File: src/rtl/acq_search_ctrl_pkg.sv
// Shared types and default parameters for the acquisition search sequencer.
package acq_search_ctrl_pkg;

    // Sequencer states; IDLE and DONE are the only non-busy states.
    typedef enum logic [2:0] {
        ST_IDLE  = 3'd0,
        ST_SEEK  = 3'd1,
        ST_SLEW  = 3'd2,
        ST_DWELL = 3'd3,
        ST_NEXT  = 3'd4,
        ST_DONE  = 3'd5
    } acq_state_t;

    localparam int ACQ_I2Q2_W    = 38;
    localparam int ACQ_CS_W      = 11;
    localparam int ACQ_DOPP_W    = 16;
    localparam int ACQ_CS_MAX    = 2045;
    localparam int ACQ_CS_STEP   = 1;
    localparam int ACQ_DOPP_BIN  = 64;
    localparam int ACQ_DOPP_ROWS = 7;
    localparam int ACQ_DWELL     = 2;
    localparam int ACQ_SLEW_TO   = 4096;

    // True while a search is in flight.
    function automatic logic acq_is_busy(input acq_state_t s);
        return (s != ST_IDLE) && (s != ST_DONE);
    endfunction

endpackage

File: src/rtl/acq_search_ctrl_peak.sv
// Peak tracker: keeps the strongest of prompt/early/late energies seen so far,
// with the code shift and Doppler that produced it. Ties keep the earlier winner.
module acq_peak_tracker
    import acq_search_ctrl_pkg::*;
#(
    parameter int I2Q2_W   = ACQ_I2Q2_W,
    parameter int CS_W     = ACQ_CS_W,
    parameter int DOPP_W   = ACQ_DOPP_W,
    parameter int DOPP_BIN = ACQ_DOPP_BIN
) (
    input  logic              clk,
    input  logic              rst_n,
    input  logic              clear,
    input  logic              in_valid,
    input  logic [I2Q2_W-1:0] early,
    input  logic [I2Q2_W-1:0] prompt,
    input  logic [I2Q2_W-1:0] late,
    input  logic [CS_W-1:0]   cs,
    input  logic [DOPP_W-1:0] doppler,
    output logic [I2Q2_W-1:0] best_i2q2,
    output logic [CS_W-1:0]   best_cs,
    output logic [DOPP_W-1:0] best_dopp
);

    logic [I2Q2_W-1:0] best_e_reg;
    logic [CS_W-1:0]   best_c_reg;
    logic [DOPP_W-1:0] best_d_reg;

    // Candidates in comparison order: prompt, early, late.
    logic [I2Q2_W-1:0] cand_e [3];
    logic [DOPP_W-1:0] cand_d [3];
    logic [I2Q2_W-1:0] run_e  [4];
    logic [DOPP_W-1:0] run_d  [4];
    logic              run_up [4];

    assign cand_e[0] = prompt;
    assign cand_d[0] = doppler;
    assign cand_e[1] = early;
    assign cand_d[1] = doppler + DOPP_W'(DOPP_BIN);
    assign cand_e[2] = late;
    assign cand_d[2] = doppler - DOPP_W'(DOPP_BIN);

    assign run_e[0]  = best_e_reg;
    assign run_d[0]  = best_d_reg;
    assign run_up[0] = 1'b0;

    // Chain of strictly-greater compares so earlier candidates win ties.
    generate
        for (genvar gi = 0; gi < 3; gi++) begin : g_cmp
            logic take;
            assign take         = cand_e[gi] > run_e[gi];
            assign run_e[gi+1]  = take ? cand_e[gi] : run_e[gi];
            assign run_d[gi+1]  = take ? cand_d[gi] : run_d[gi];
            assign run_up[gi+1] = run_up[gi] | take;
        end
    endgenerate

    // Register the winner one cycle after the result strobe.
    always_ff @(posedge clk or negedge rst_n) begin
        if (!rst_n) begin
            best_e_reg <= '0;
            best_c_reg <= '0;
            best_d_reg <= '0;
        end else if (clear) begin
            best_e_reg <= '0;
            best_c_reg <= '0;
            best_d_reg <= '0;
        end else if (in_valid && run_up[3]) begin
            best_e_reg <= run_e[3];
            best_c_reg <= cs;
            best_d_reg <= run_d[3];
        end
    end

    assign best_i2q2 = best_e_reg;
    assign best_cs   = best_c_reg;
    assign best_dopp = best_d_reg;

endmodule

File: src/rtl/acq_search_ctrl.sv
// Acquisition search sequencer: walks code shift x Doppler rows for one PRN,
// slews the channel to each cell, dwells on its results and reports the peak.
module acq_search_ctrl
    import acq_search_ctrl_pkg::*;
#(
    parameter int I2Q2_W    = ACQ_I2Q2_W,
    parameter int CS_W      = ACQ_CS_W,
    parameter int DOPP_W    = ACQ_DOPP_W,
    parameter int CS_MAX    = ACQ_CS_MAX,
    parameter int CS_STEP   = ACQ_CS_STEP,
    parameter int DOPP_BIN  = ACQ_DOPP_BIN,
    parameter int DOPP_ROWS = ACQ_DOPP_ROWS,
    parameter int DWELL     = ACQ_DWELL,
    parameter int SLEW_TO   = ACQ_SLEW_TO
) (
    input  logic              clk,
    input  logic              rst_n,
    input  logic              start,
    input  logic              abort,
    input  logic [DOPP_W-1:0] dopp_start,
    input  logic [I2Q2_W-1:0] threshold,
    input  logic              early_exit,
    input  logic              i2q2_valid,
    input  logic [I2Q2_W-1:0] i2q2_early,
    input  logic [I2Q2_W-1:0] i2q2_prompt,
    input  logic [I2Q2_W-1:0] i2q2_late,
    input  logic [CS_W-1:0]   code_shift,
    output logic [DOPP_W-1:0] doppler,
    output logic              seek_en,
    output logic [CS_W-1:0]   seek_target,
    output logic              busy,
    output logic              done,
    output logic              found,
    output logic              slew_err,
    output logic [I2Q2_W-1:0] best_i2q2,
    output logic [CS_W-1:0]   best_cs,
    output logic [DOPP_W-1:0] best_dopp
);

    localparam int DW_W  = $clog2(DWELL + 1);
    localparam int SL_W  = $clog2(SLEW_TO + 1);
    localparam int ROW_W = $clog2(DOPP_ROWS + 1);
    localparam logic [DOPP_W-1:0] ROW_STEP = DOPP_W'(3 * DOPP_BIN);

    acq_state_t        state_reg, state_next;
    logic [CS_W-1:0]   cs_reg, cs_next;
    logic [ROW_W-1:0]  row_reg, row_next;
    logic [DOPP_W-1:0] dopp_reg, dopp_next;
    logic [DW_W-1:0]   dwell_cnt_reg, dwell_cnt_next;
    logic [SL_W-1:0]   slew_cnt_reg, slew_cnt_next;
    logic              slew_err_reg, slew_err_next;
    logic              found_reg, found_next;
    logic              peak_clear, peak_valid;
    logic              hit;
    logic [CS_W:0]     cs_inc;
    logic [ROW_W-1:0]  row_inc;

    assign hit     = best_i2q2 >= threshold;
    assign cs_inc  = {1'b0, cs_reg} + (CS_W+1)'(CS_STEP);
    assign row_inc = row_reg + 1'b1;

    // State and bookkeeping registers.
    always_ff @(posedge clk or negedge rst_n) begin
        if (!rst_n) begin
            state_reg     <= ST_IDLE;
            cs_reg        <= '0;
            row_reg       <= '0;
            dopp_reg      <= '0;
            dwell_cnt_reg <= '0;
            slew_cnt_reg  <= '0;
            slew_err_reg  <= 1'b0;
            found_reg     <= 1'b0;
        end else begin
            state_reg     <= state_next;
            cs_reg        <= cs_next;
            row_reg       <= row_next;
            dopp_reg      <= dopp_next;
            dwell_cnt_reg <= dwell_cnt_next;
            slew_cnt_reg  <= slew_cnt_next;
            slew_err_reg  <= slew_err_next;
            found_reg     <= found_next;
        end
    end

    // Next-state logic; abort overrides everything including start.
    always_comb begin
        state_next     = state_reg;
        cs_next        = cs_reg;
        row_next       = row_reg;
        dopp_next      = dopp_reg;
        dwell_cnt_next = dwell_cnt_reg;
        slew_cnt_next  = slew_cnt_reg;
        slew_err_next  = slew_err_reg;
        found_next     = found_reg;
        peak_clear     = 1'b0;
        peak_valid     = 1'b0;
        if (abort) begin
            state_next = ST_IDLE;
            found_next = 1'b0;
        end else begin
            case (state_reg)
                ST_IDLE, ST_DONE: begin
                    if (start) begin
                        peak_clear    = 1'b1;
                        cs_next       = '0;
                        row_next      = '0;
                        dopp_next     = dopp_start;
                        slew_err_next = 1'b0;
                        found_next    = 1'b0;
                        state_next    = ST_SEEK;
                    end
                end
                ST_SEEK: begin
                    slew_cnt_next = '0;
                    state_next    = ST_SLEW;
                end
                ST_SLEW: begin
                    if (code_shift == cs_reg) begin
                        dwell_cnt_next = '0;
                        state_next     = ST_DWELL;
                    end else if (slew_cnt_reg >= SL_W'(SLEW_TO - 1)) begin
                        slew_err_next = 1'b1;
                        state_next    = ST_NEXT;
                    end else begin
                        slew_cnt_next = slew_cnt_reg + 1'b1;
                    end
                end
                ST_DWELL: begin
                    if (i2q2_valid) begin
                        dwell_cnt_next = dwell_cnt_reg + 1'b1;
                        // First pulse of a cell covers a partial integration.
                        peak_valid     = (dwell_cnt_reg != '0);
                        if (dwell_cnt_reg == DW_W'(DWELL - 1)) begin
                            state_next = ST_NEXT;
                        end
                    end
                end
                ST_NEXT: begin
                    if (early_exit && hit) begin
                        found_next = 1'b1;
                        state_next = ST_DONE;
                    end else if (cs_inc > (CS_W+1)'(CS_MAX)) begin
                        cs_next   = '0;
                        row_next  = row_inc;
                        dopp_next = dopp_reg + ROW_STEP;
                        if (row_inc == ROW_W'(DOPP_ROWS)) begin
                            found_next = hit;
                            state_next = ST_DONE;
                        end else begin
                            state_next = ST_SEEK;
                        end
                    end else begin
                        cs_next    = cs_inc[CS_W-1:0];
                        state_next = ST_SEEK;
                    end
                end
                default: state_next = ST_IDLE;
            endcase
        end
    end

    acq_peak_tracker #(
        .I2Q2_W   (I2Q2_W),
        .CS_W     (CS_W),
        .DOPP_W   (DOPP_W),
        .DOPP_BIN (DOPP_BIN)
    ) u_peak (
        .clk       (clk),
        .rst_n     (rst_n),
        .clear     (peak_clear),
        .in_valid  (peak_valid),
        .early     (i2q2_early),
        .prompt    (i2q2_prompt),
        .late      (i2q2_late),
        .cs        (cs_reg),
        .doppler   (dopp_reg),
        .best_i2q2 (best_i2q2),
        .best_cs   (best_cs),
        .best_dopp (best_dopp)
    );

    assign doppler     = dopp_reg;
    assign seek_en     = (state_reg == ST_SEEK);
    assign seek_target = cs_reg;
    assign busy        = acq_is_busy(state_reg);
    assign done        = (state_reg == ST_DONE);
    assign found       = found_reg;
    assign slew_err    = slew_err_reg;

endmodule

File: config.mk
export PLATFORM = sky130hd
export DESIGN_NAME = acq_search_ctrl
export DESIGN_NICKNAME = d
export VERILOG_FILES = /design/src/rtl/acq_search_ctrl_pkg.sv /design/src/rtl/acq_search_ctrl_peak.sv /design/src/rtl/acq_search_ctrl.sv
export SDC_FILE = /design/constraint.sdc
export NUM_CORES = 1
export LEC_CHECK = 0
export BUFFER_PORTS_ARGS = -buffer_cell sky130_fd_sc_hd__buf_2
export CAP_MARGIN = 0
export CORE_UTILIZATION = 40
export CTS_BUF_LIST = sky130_fd_sc_hd__clkbuf_8
export DETAILED_ROUTE_END_ITERATION = 8
export PLACE_DENSITY = 0.65
export REMOVE_ABC_BUFFERS = 1
export SLEW_MARGIN = 20
export SYNTH_ARGS = -nofsm -noshare
export SYNTH_HDL_FRONTEND = slang
export SYNTH_HIERARCHICAL = 1
export SYNTH_SLANG_ARGS = --single-unit
File: constraint.sdc
create_clock -name clk -period 8.22 [get_ports clk]
set_clock_uncertainty 0.05 [all_clocks]
set_input_delay 1.233 -clock clk [delete_from_list [all_inputs] [get_ports clk]]
set_output_delay 1.233 -clock clk [all_outputs]
set_load 0.02 [all_outputs]
Word level (Yosys, flattened, before mapping)
Index checks and enable logic that the tools add are counted.

Logic and storage cells: 127. Register bits after elaboration: 115.

Multiplexer cells: 55. Order comparisons: 6. Reduce and logical (&&, ||, !) cells: 22. Add/subtract/negate cells: 7. Bitwise operators: 3. Equality and inequality tests: 23.

Operators with widths (number): $mux 38 (5); $mux 16 (8); $gt 38x38->1 (3); $mux 11 (5); $ge 38x38->1 (1); $mux 3 (12); $pmux 16 s2 (1); $mux 13 (2); $pmux 13 s2 (1); $pmux 11 s2 (1); $reduce_and 4->1 (5); $add 16x7->16 const B (1); $add 16x8->16 const B (1); $ne 2x2->1 const B (8); $sub 16x7->16 const B (1); $pmux 3 s5 (1); $add 13x1->13 const B (1); $ge 13x12->1 const B (1); $mux 1 (13); $add 11x1->12 const B (1); $gt 12x11->1 const B (1); $ne 3x3->1 const B (4); $ne 4x4->1 const B (3); $reduce_bool 2->1 (6); other kinds (20) (30).

Longest topological paths before layout
Gate-level depths: netlist of the first run.

Word-level depth: 9. Gate-level depth with buffers: 34. Mapped depth without buffers: 27.

Hierarchy
The synthesis of the first run kept the hierarchy.

Modules (own cells, without submodules): acq_peak_tracker (cells an instance 934, area each 7345.8 um2, sequential area each 1626.6 um2, times used 1); acq_search_ctrl (cells an instance 499, area each 4159.0 um2, sequential area each 1251.2 um2, times used 1).

Worst setup path after synthesis of the first run
Ideal clock, no wire load.

Path kind: input port to flip-flop. From: input port i2q2_prompt[37]. To: register u_peak.best_d_reg[10] (netlist: u_peak/best_dopp[10]). Path slack: -0.276 ns. Arrival: 8.356 ns. Data required time: 8.080 ns. Setup time: 0.090 ns. Stages on the path: 29. Buffers on the path: 7. Cell sequence: ha_1 nand4_1 nor4_1 nand4_1 a21oi_1 or4_1 clkbuf_1 and2_1 clkbuf_1 buf_1 a21oi_1 ha_1 nand4_2 or4_4 or4_1 buf_2 nand2_1 buf_1 buf_1 a21o_1 ha_1 and4_1 a221oi_1 o211ai_1 o21a_1 buf_1 or4_4 or4b_1 o2111ai_1.

Longest elaborated chain between the ends: 9. Elaborated cells between the ends (all ways): 15. Classes of those cells: order compare (3); mux (6); bitwise (2); reduce/logical (4).

RTL lines: start, declared (RTL line acq_search_ctrl.sv:25) `input logic [I2Q2_W-1:0] i2q2_prompt,`; $gt 38x38->1 (RTL line acq_search_ctrl_peak.sv:51) `assign take = cand_e[gi] > run_e[gi];`; $mux 38 (RTL line acq_search_ctrl_peak.sv:52) `assign run_e[gi+1] = take ? cand_e[gi] : run_e[gi];`; $gt 38x38->1 (RTL line acq_search_ctrl_peak.sv:51); $mux 38 (RTL line acq_search_ctrl_peak.sv:52); $gt 38x38->1 (RTL line acq_search_ctrl_peak.sv:51); $or 1x1->1 (RTL line acq_search_ctrl_peak.sv:54) `assign run_up[gi+1] = run_up[gi] | take;`; $logic_and 1x1->1 (RTL line acq_search_ctrl_peak.sv:68) `end else if (in_valid && run_up[3]) begin`; $reduce_bool 2->1 (no source line); $reduce_and 2->1 (no source line); end signal, assigned (RTL line acq_search_ctrl_peak.sv:71) `best_d_reg <= run_d[3];`; end, declared (RTL line acq_search_ctrl_peak.sv:27) `logic [DOPP_W-1:0] best_d_reg;`.

Several ways; a longest one is shown, not always the timed one. The select of a mux whose other input is x is not followed. A chain may end at the register's enable or synchronous reset.

Worst setup path after layout of the first run
From: input port i2q2_prompt[33]. To: register u_peak.best_d_reg[10] (netlist: u_peak/best_dopp[10]).

The elaborated chain is that of the path after synthesis.

==> results.toml, run 1 <==
[status]
status = "complete, no violations"

[die]
dieHeight_um = 172
die_area_mm2 = 0.0294
core_area_mm2 = 0.0280
core.rowCount = 61
start_util_pct = 41.1
die_width_um = 172
io_pins = 282

[clock_tree]
clkSinkCount = 115
hold_buffers = 0
ctsLongestPathBuffers = 2
clock_tree.root_cell = "clkbuf_8"
tritoncts = "built"
clkLatencyLatePin_ns = 0.47
path_clk_slew_ns = 0.09
cts_buffers = 17
cts_max_level = 4

[logic_synthesis]
synthDistinctLibCells = 82
synth_edf_count = 0
synthCells = 1433
seq_area_frac_synth_pct = 25.0
synth_area_mm2 = 0.0115
ys_warn_count = 6
syn_area_per_cell_um2 = 8.03
synth_seq_cells = 115
async_flop_share_pct = 100
synth_flop_cell = "dfrtp_1"

[route]
viasPerCell = 5.82
drt_iter0_drc = 982
drt-pass1-iter-count = 5
routed_wl_mm = 40.6
vias = 12600
wl_per_cell_um = 18.8
drt.antenna.violating_nets = 0
drc = 0

[worst_setup_path]
worst-setup-path-type = "input pin to register"
worstReg2RegEnd = "u_peak/best_dopp[10]$_DFFE_PN0P_"
worstPathArrival_ns = 8.24
r2r-start = "u_peak/best_i2q2[36]$_DFFE_PN0P_"
crit_end = "u_peak/best_dopp[10]$_DFFE_PN0P_"
slowest_stage = "or4_4"
cp.required_ns = 8.54
critPathCaptureType = "register"
startpoint = "i2q2_prompt[33]"
slowest_delay_ns = 0.59
cp_max_fo = 12
reg2reg_setup_slack_ns = 0.61
worst_path_most_repeated_cell = "buf_4"
r2r_cells = 29
cp-start-kind = "input pin"

[grt]
grt_pass1_wl_mm = 63.5
grt_pass1_vias = 12100
antenna_found_initial = 12
grt_usage_pct = 27.7
grt_overflow_total = 0
grt_max_degree = 63

[timing]
hold_viol = 0
tightest_slew_ns = 0.994
layout_min_cycle_time_ns = 7.93
slew_viol_final = 0
setup_slack_ns = 0.294
fin_hold_ws_ns = 0.437
relSlewSlack_pct = 33.2
setup_viol = 0
clock.fmax_ghz = 0.126
min_period_over_period_pct = 96.4

[hold_path]
hp-class = "register to register"

[cells_and_area]
largest_register_ffs = 38
final_common_cell = "buf_2"
area_growth_pct = 25.9
finish.utilization_pct = 51.7
drive_gt1_share_pct = 26.9
final_cell_mix = "280 x buf_2, 165 x a21oi_1, 163 x ha_1"
nNetsFinal = 2109

[placed_design]
place.gp.congestion = 0.963
pre_cts_ws_ns = -0.438
io_buffers = 281
hpwl_mm = 31.4

[power_and_ir_drop]
p_clk_share_pct = 23.2
peakVddDrop_mv = 0.0875
swShare_pct = 45.1
p_int_w = 0.00143
seqPwrFrac_pct = 29.7
switching_power_w = 0.00117
p_comb_share_pct = 47.1
p_per_area_mw_per_mm2 = 180
leakage_nw = 7.62

[run]
cap_violations = 0
==> power by group through the flow <==
| stage | Combinational, W | Sequential, W | Clock [W] |
|---|---|---|---|
| floorplan | 0.000657 | 0.000815 | 0 |
| global route | 0.00136 | 0.000785 | 0.000637 |
| CTS | 0.00120 | 0.000768 | 0.000611 |
| finish | 0.00122 | 0.000771 | 0.000604 |
| global placement | 0.00117 | 0.000777 | 0 |
| detailed placement | 0.00119 | 0.000778 | 0 |
==> per-layer routing <==
metal	part of all wire [%]	track usage [%]	vias to the layer above	wire length [um]
met5	0.17	0	-	68
met4	2.3	9.55	12	937
met3	7.7	6.63	72	3110
met2	48	46.5	481	19300
met1	42	34.5	6011	17200
li1	-	-	5980	-
==> how the worst min path moves through the flow <==
stage,end,depth (start not counted),startpoint
after floorplan,slew_cnt_reg[11]$_DFFE_PN0P_,2,slew_cnt_reg[11]$_DFFE_PN0P_
after global placement,slew_cnt_reg[11]$_DFFE_PN0P_,2,slew_cnt_reg[11]$_DFFE_PN0P_
after detailed placement,slew_cnt_reg[11]$_DFFE_PN0P_,2,slew_cnt_reg[11]$_DFFE_PN0P_
after CTS,slew_cnt_reg[11]$_DFFE_PN0P_,2,slew_cnt_reg[11]$_DFFE_PN0P_
after global routing,slew_err$_DFFE_PN0P_,2,slew_err$_DFFE_PN0P_
final,slew_cnt_reg[11]$_DFFE_PN0P_,2,slew_cnt_reg[11]$_DFFE_PN0P_
==> synth_stat cells (5+ instances only) <==
cell type | count | area (um2)
xor2_1 | 13 | 114
nor2b_1 | 9 | 56.3
clkbuf_1 | 57 | 214
nor3_1 | 61 | 305
mux2_2 | 7 | 78.8
o21ai_0 | 52 | 260
nand2_1 | 82 | 308
or4_1 | 12 | 90.1
and2_1 | 8 | 50.1
a21oi_1 | 171 | 856
nor2_1 | 81 | 304
nand2b_1 | 16 | 100
inv_1 | 146 | 548
buf_2 | 7 | 35.0
o211ai_1 | 11 | 82.6
o2111ai_1 | 5 | 43.8
buf_1 | 10 | 37.5
a211o_1 | 42 | 368
o2bb2ai_1 | 7 | 61.3
and4_1 | 11 | 96.3
dfrtp_1 | 115 | 2880
and3_1 | 12 | 75.1
nand3_1 | 58 | 290
a21o_1 | 43 | 323
o21a_1 | 5 | 37.5
o22ai_1 | 5 | 31.3
nor4_1 | 10 | 62.6
nand4_1 | 39 | 244
ha_1 | 163 | 2040
o31ai_1 | 8 | 60.1
a22o_1 | 40 | 350
a221oi_1 | 9 | 78.8
o21ai_1 | 7 | 35.0
a32o_1 | 9 | 90.1
or3_1 | 7 | 43.8
a31oi_1 | 12 | 75.1
or2_2 | 7 | 43.8
==> layout make-up <==
type	count	area, um2
fill	2746	13500
antenna	6	15.0
multi-input combinational	1091	7860
sequential	115	2880
tap	378	473
clock inverter	15	186
clock buffer	17	234
inverter	147	552
timing repair buffer	389	2280
==> stage by stage <==
| stage | total power (W) | setup TNS (ns) | area [um2] | cells |
|---|---|---|---|---|
| 4_1_cts | 0.00258 | 0 | 14300 | 2151 |
| 3_5_place_dp | 0.00197 | -24.26 | 13900 | 2119 |
| 3_3_place_gp | 0.00195 | -17.88 | 13900 | 2119 |
| 2_1_floorplan | 0.00147 | -134.89 | 11200 | 1353 |
| 5_1_grt | 0.00278 | -0.0298 | 14500 | 2155 |
| 6_report | 0.00260 | 0 | 14500 | 2158 |
==> worst max-delay path: cells and delay by family <==
kind	cells	cell delay (ns)
and+or+nand+nor	15	4.48
buffers and inverters	6	0.94
AOI/OAI and AO/OA	4	0.67
adders and majority gates	3	0.78
muxes	1	0.11
==> logic make-up after synthesis <==
group                    count (synthesis)  share of synthesized area, %
buffers and inverters                  227                          7.78
AO/OA/AOI/OAI                          464                          27.1
adder cells (fa/ha/maj)                164                          17.8
multiplexers                            13                          1.23
XOR/XNOR                                16                          1.22
AND/OR/NAND/NOR                        434                          19.9
flip-flops                             115                          25.0
==> timing repair <==
| item | 4_1_cts | 5_1_grt |
|---|---|---|
| buffers inserted | 0 | 1 |
| setup endpoints to repair | 0 | 65 |
| resized for setup | 0 | 24 |
(Power assumes the default switching activity.)
==> run 2, diff against run 1 <==
--- a/config.mk
+++ b/config.mk
@@ -10,7 +10,6 @@
 export CORE_UTILIZATION = 40
 export CTS_BUF_LIST = sky130_fd_sc_hd__clkbuf_8
 export DETAILED_ROUTE_END_ITERATION = 8
-export PLACE_DENSITY = 0.65
 export REMOVE_ABC_BUFFERS = 1
 export SLEW_MARGIN = 20
 export SYNTH_ARGS = -nofsm -noshare
==> constraint.sdc (replaced) <==
create_clock -name clk -period 10.2 [get_ports clk]
set_clock_uncertainty 0.05 [all_clocks]
set_input_delay 1.53 -clock clk [delete_from_list [all_inputs] [get_ports clk]]
set_output_delay 1.53 -clock clk [all_outputs]
set_load 0.02 [all_outputs]
==> run 2 against run 1 <==
- cell count is 3.9% lower
- die area stayed put
- final area is 5.4% lower
- critical path type unchanged
- wire length is 0.90% lower
- via count is 3.2% lower
==> results.toml, run 2 (synthesis results as in run 1) <==
[status]
status = "complete, no violations"

[clock_tree]
cts_resized = 0
tritoncts = "built"
cts_buffers = 17
cts_setup_buffers = 0
ctsLongestPathBuffers = 2
hold_buffers = 0
clkLatencyLatePin_ns = 0.47
path_clk_slew_ns = 0.08
cts_max_level = 4
clock_tree.root_cell = "clkbuf_8"
clkSinkCount = 115

[worst_setup_path]
worstReg2RegEnd = "u_peak/best_dopp[13]$_DFFE_PN0P_"
r2r_cells = 28
cp_max_fo = 41
reg2reg_setup_slack_ns = 1.56
worstPathArrival_ns = 9.65
cp.required_ns = 10.51
cp-start-kind = "input pin"
critPathCaptureType = "register"
r2r-start = "u_peak/best_i2q2[17]$_DFFE_PN0P_"
worst-setup-path-type = "input pin to register"

[grt]
grt_pass1_vias = 11700
grt_pass1_wl_mm = 63.0
antenna_found_initial = 7
grt_usage_pct = 27.6
grt_max_degree = 61
grt_overflow_total = 0

[cells_and_area]
largest_register_ffs = 38
nNetsFinal = 2026
final_common_cell = "buf_2"
area_growth_pct = 19.1
final_cell_mix = "280 x buf_2, 171 x a21oi_1, 163 x ha_1"
final_cells = 2074
drive_gt1_share_pct = 22.4

[timing]
setup_viol = 0
tightest_slew_ns = 0.982
min_period_over_period_pct = 91.5
rsz0062_at_grt = "false"
relSlewSlack_pct = 34.0
final.setup.tns_ns = 0
layout_min_cycle_time_ns = 9.33
slew_viol_final = 0
clock.fmax_ghz = 0.107
hold_viol = 0

[route]
routed_wl_mm = 40.2
met3WireLength_mm = 2.59
highest_layer = "met5"
vias = 12100
drt_iter0_drc = 956
drt.antenna.violating_nets = 0
viasPerCell = 5.86
wl_met2_mm = 19.2
drt-pass1-iter-count = 5
wl_met1_mm = 17.4
wl_per_cell_um = 19.4
drc = 0

[power_and_ir_drop]
p_per_area_mw_per_mm2 = 145
leakage_nw = 7.14
peakVddDrop_mv = 0.0849

[die]
core_area_mm2 = 0.0280
io_pins = 282
die_width_um = 172
core.rowCount = 61
start_util_pct = 41.1
dieHeight_um = 172
die_area_mm2 = 0.0294

[hold_path]
hp-class = "register to register"
holdCritStartpoint = "dwell_cnt_reg[1]$_DFFE_PN0P_"
whs_path_depth = 1
worstHoldEndpoint = "dwell_cnt_reg[1]$_DFFE_PN0P_"

[placed_design]
place.gp.congestion = 0.906
io_buffers = 281
hpwl_mm = 30.5
place_inst = 2037

[run]
cap_violations = 0
==> run 2: routing by layer <==
layer,up-vias,track usage [%]
li1,5794,-
met3,69,5.04
met5,-,0
met2,480,46.7
met1,5802,35.1
met4,4,9.01
==> run 2: worst max path at each step <==
stage	start	to	slack (ns)	depth (start not counted)
4_1_cts	i2q2_prompt[17]	u_peak/best_dopp[14]$_DFFE_PN0P_	0.94	28
5_1_grt	i2q2_prompt[17]	u_peak/best_dopp[14]$_DFFE_PN0P_	0.42	30
6_report	i2q2_prompt[17]	u_peak/best_dopp[13]$_DFFE_PN0P_	0.87	28
3_3_place_gp	i2q2_prompt[17]	u_peak/best_dopp[14]$_DFFE_PN0P_	0.67	28
2_1_floorplan	i2q2_prompt[37]	u_peak/best_i2q2[0]$_DFFE_PN0P_	-0.63	24
3_5_place_dp	i2q2_prompt[17]	u_peak/best_dopp[14]$_DFFE_PN0P_	0.48	28
==> run 2: through the flow <==
| step | cell area [um2] | util, % | setup slack [ns] | hold WS, ns | total power (W) |
|---|---|---|---|---|---|
| after floorplan | 11200 | - | -0.634 | 0.400 | 0.00119 |
| after global placement | 13300 | 47.4 | 0.671 | 0.424 | 0.00151 |
| after detailed placement | 13300 | 47.4 | 0.480 | 0.427 | 0.00153 |
| after CTS | 13700 | 48.8 | 0.945 | 0.450 | 0.00199 |
| after global routing | 13700 | 48.9 | 0.424 | 0.481 | 0.00213 |
| final | 13700 | 48.9 | 0.867 | 0.449 | 0.00199 |
==> run 2: area by class of cell <==
cell class                      count  area [um2]
Multi-Input combinational cell   1091        7760
Clock inverter                     14         151
Fill cell                        2802       14300
Tap cell                          378         473
Clock buffer                       18         248
Inverter                          147         552
Timing Repair Buffer              306        1620
Antenna cell                        5        12.5
Sequential cell                   115        2880
==> run 2: report_power, final <==
| group | leakage (nW) | total [W] | internal, W | switching, W |
|---|---|---|---|---|
| combinational | 5.38 | 0.000906 | 0.000342 | 0.000564 |
| clock | 0.200 | 0.000460 | 0.000226 | 0.000234 |
| sequential | 1.56 | 0.000621 | 0.000516 | 0.000105 |
| total | 7.14 | 0.00199 | 0.00108 | 0.000903 |
==> run 2: worst max-delay path, cell delays in order <==
cell      delay, ns
buf_2          0.12
ha_1           0.31
a21oi_1        0.15
o21ai_0        0.12
a221oi_1       0.45
o22ai_1        0.12
or4_1          0.49
buf_4          0.32
a21oi_1        0.20
a21oi_1        0.08
ha_1           0.36
nand4_2        0.20
or4_4          0.60
or4_1          0.54
nand2_2        0.35
buf_12         0.25
nor2_1         0.06
a21o_1         0.16
ha_1           0.31
nand4_1        0.18
nor4_1         0.54
and3_1         0.26
mux2i_1        0.16
o21a_1         0.24
buf_4          0.22
a221oi_2       0.62
nor2_1         0.37
o32ai_1        0.31
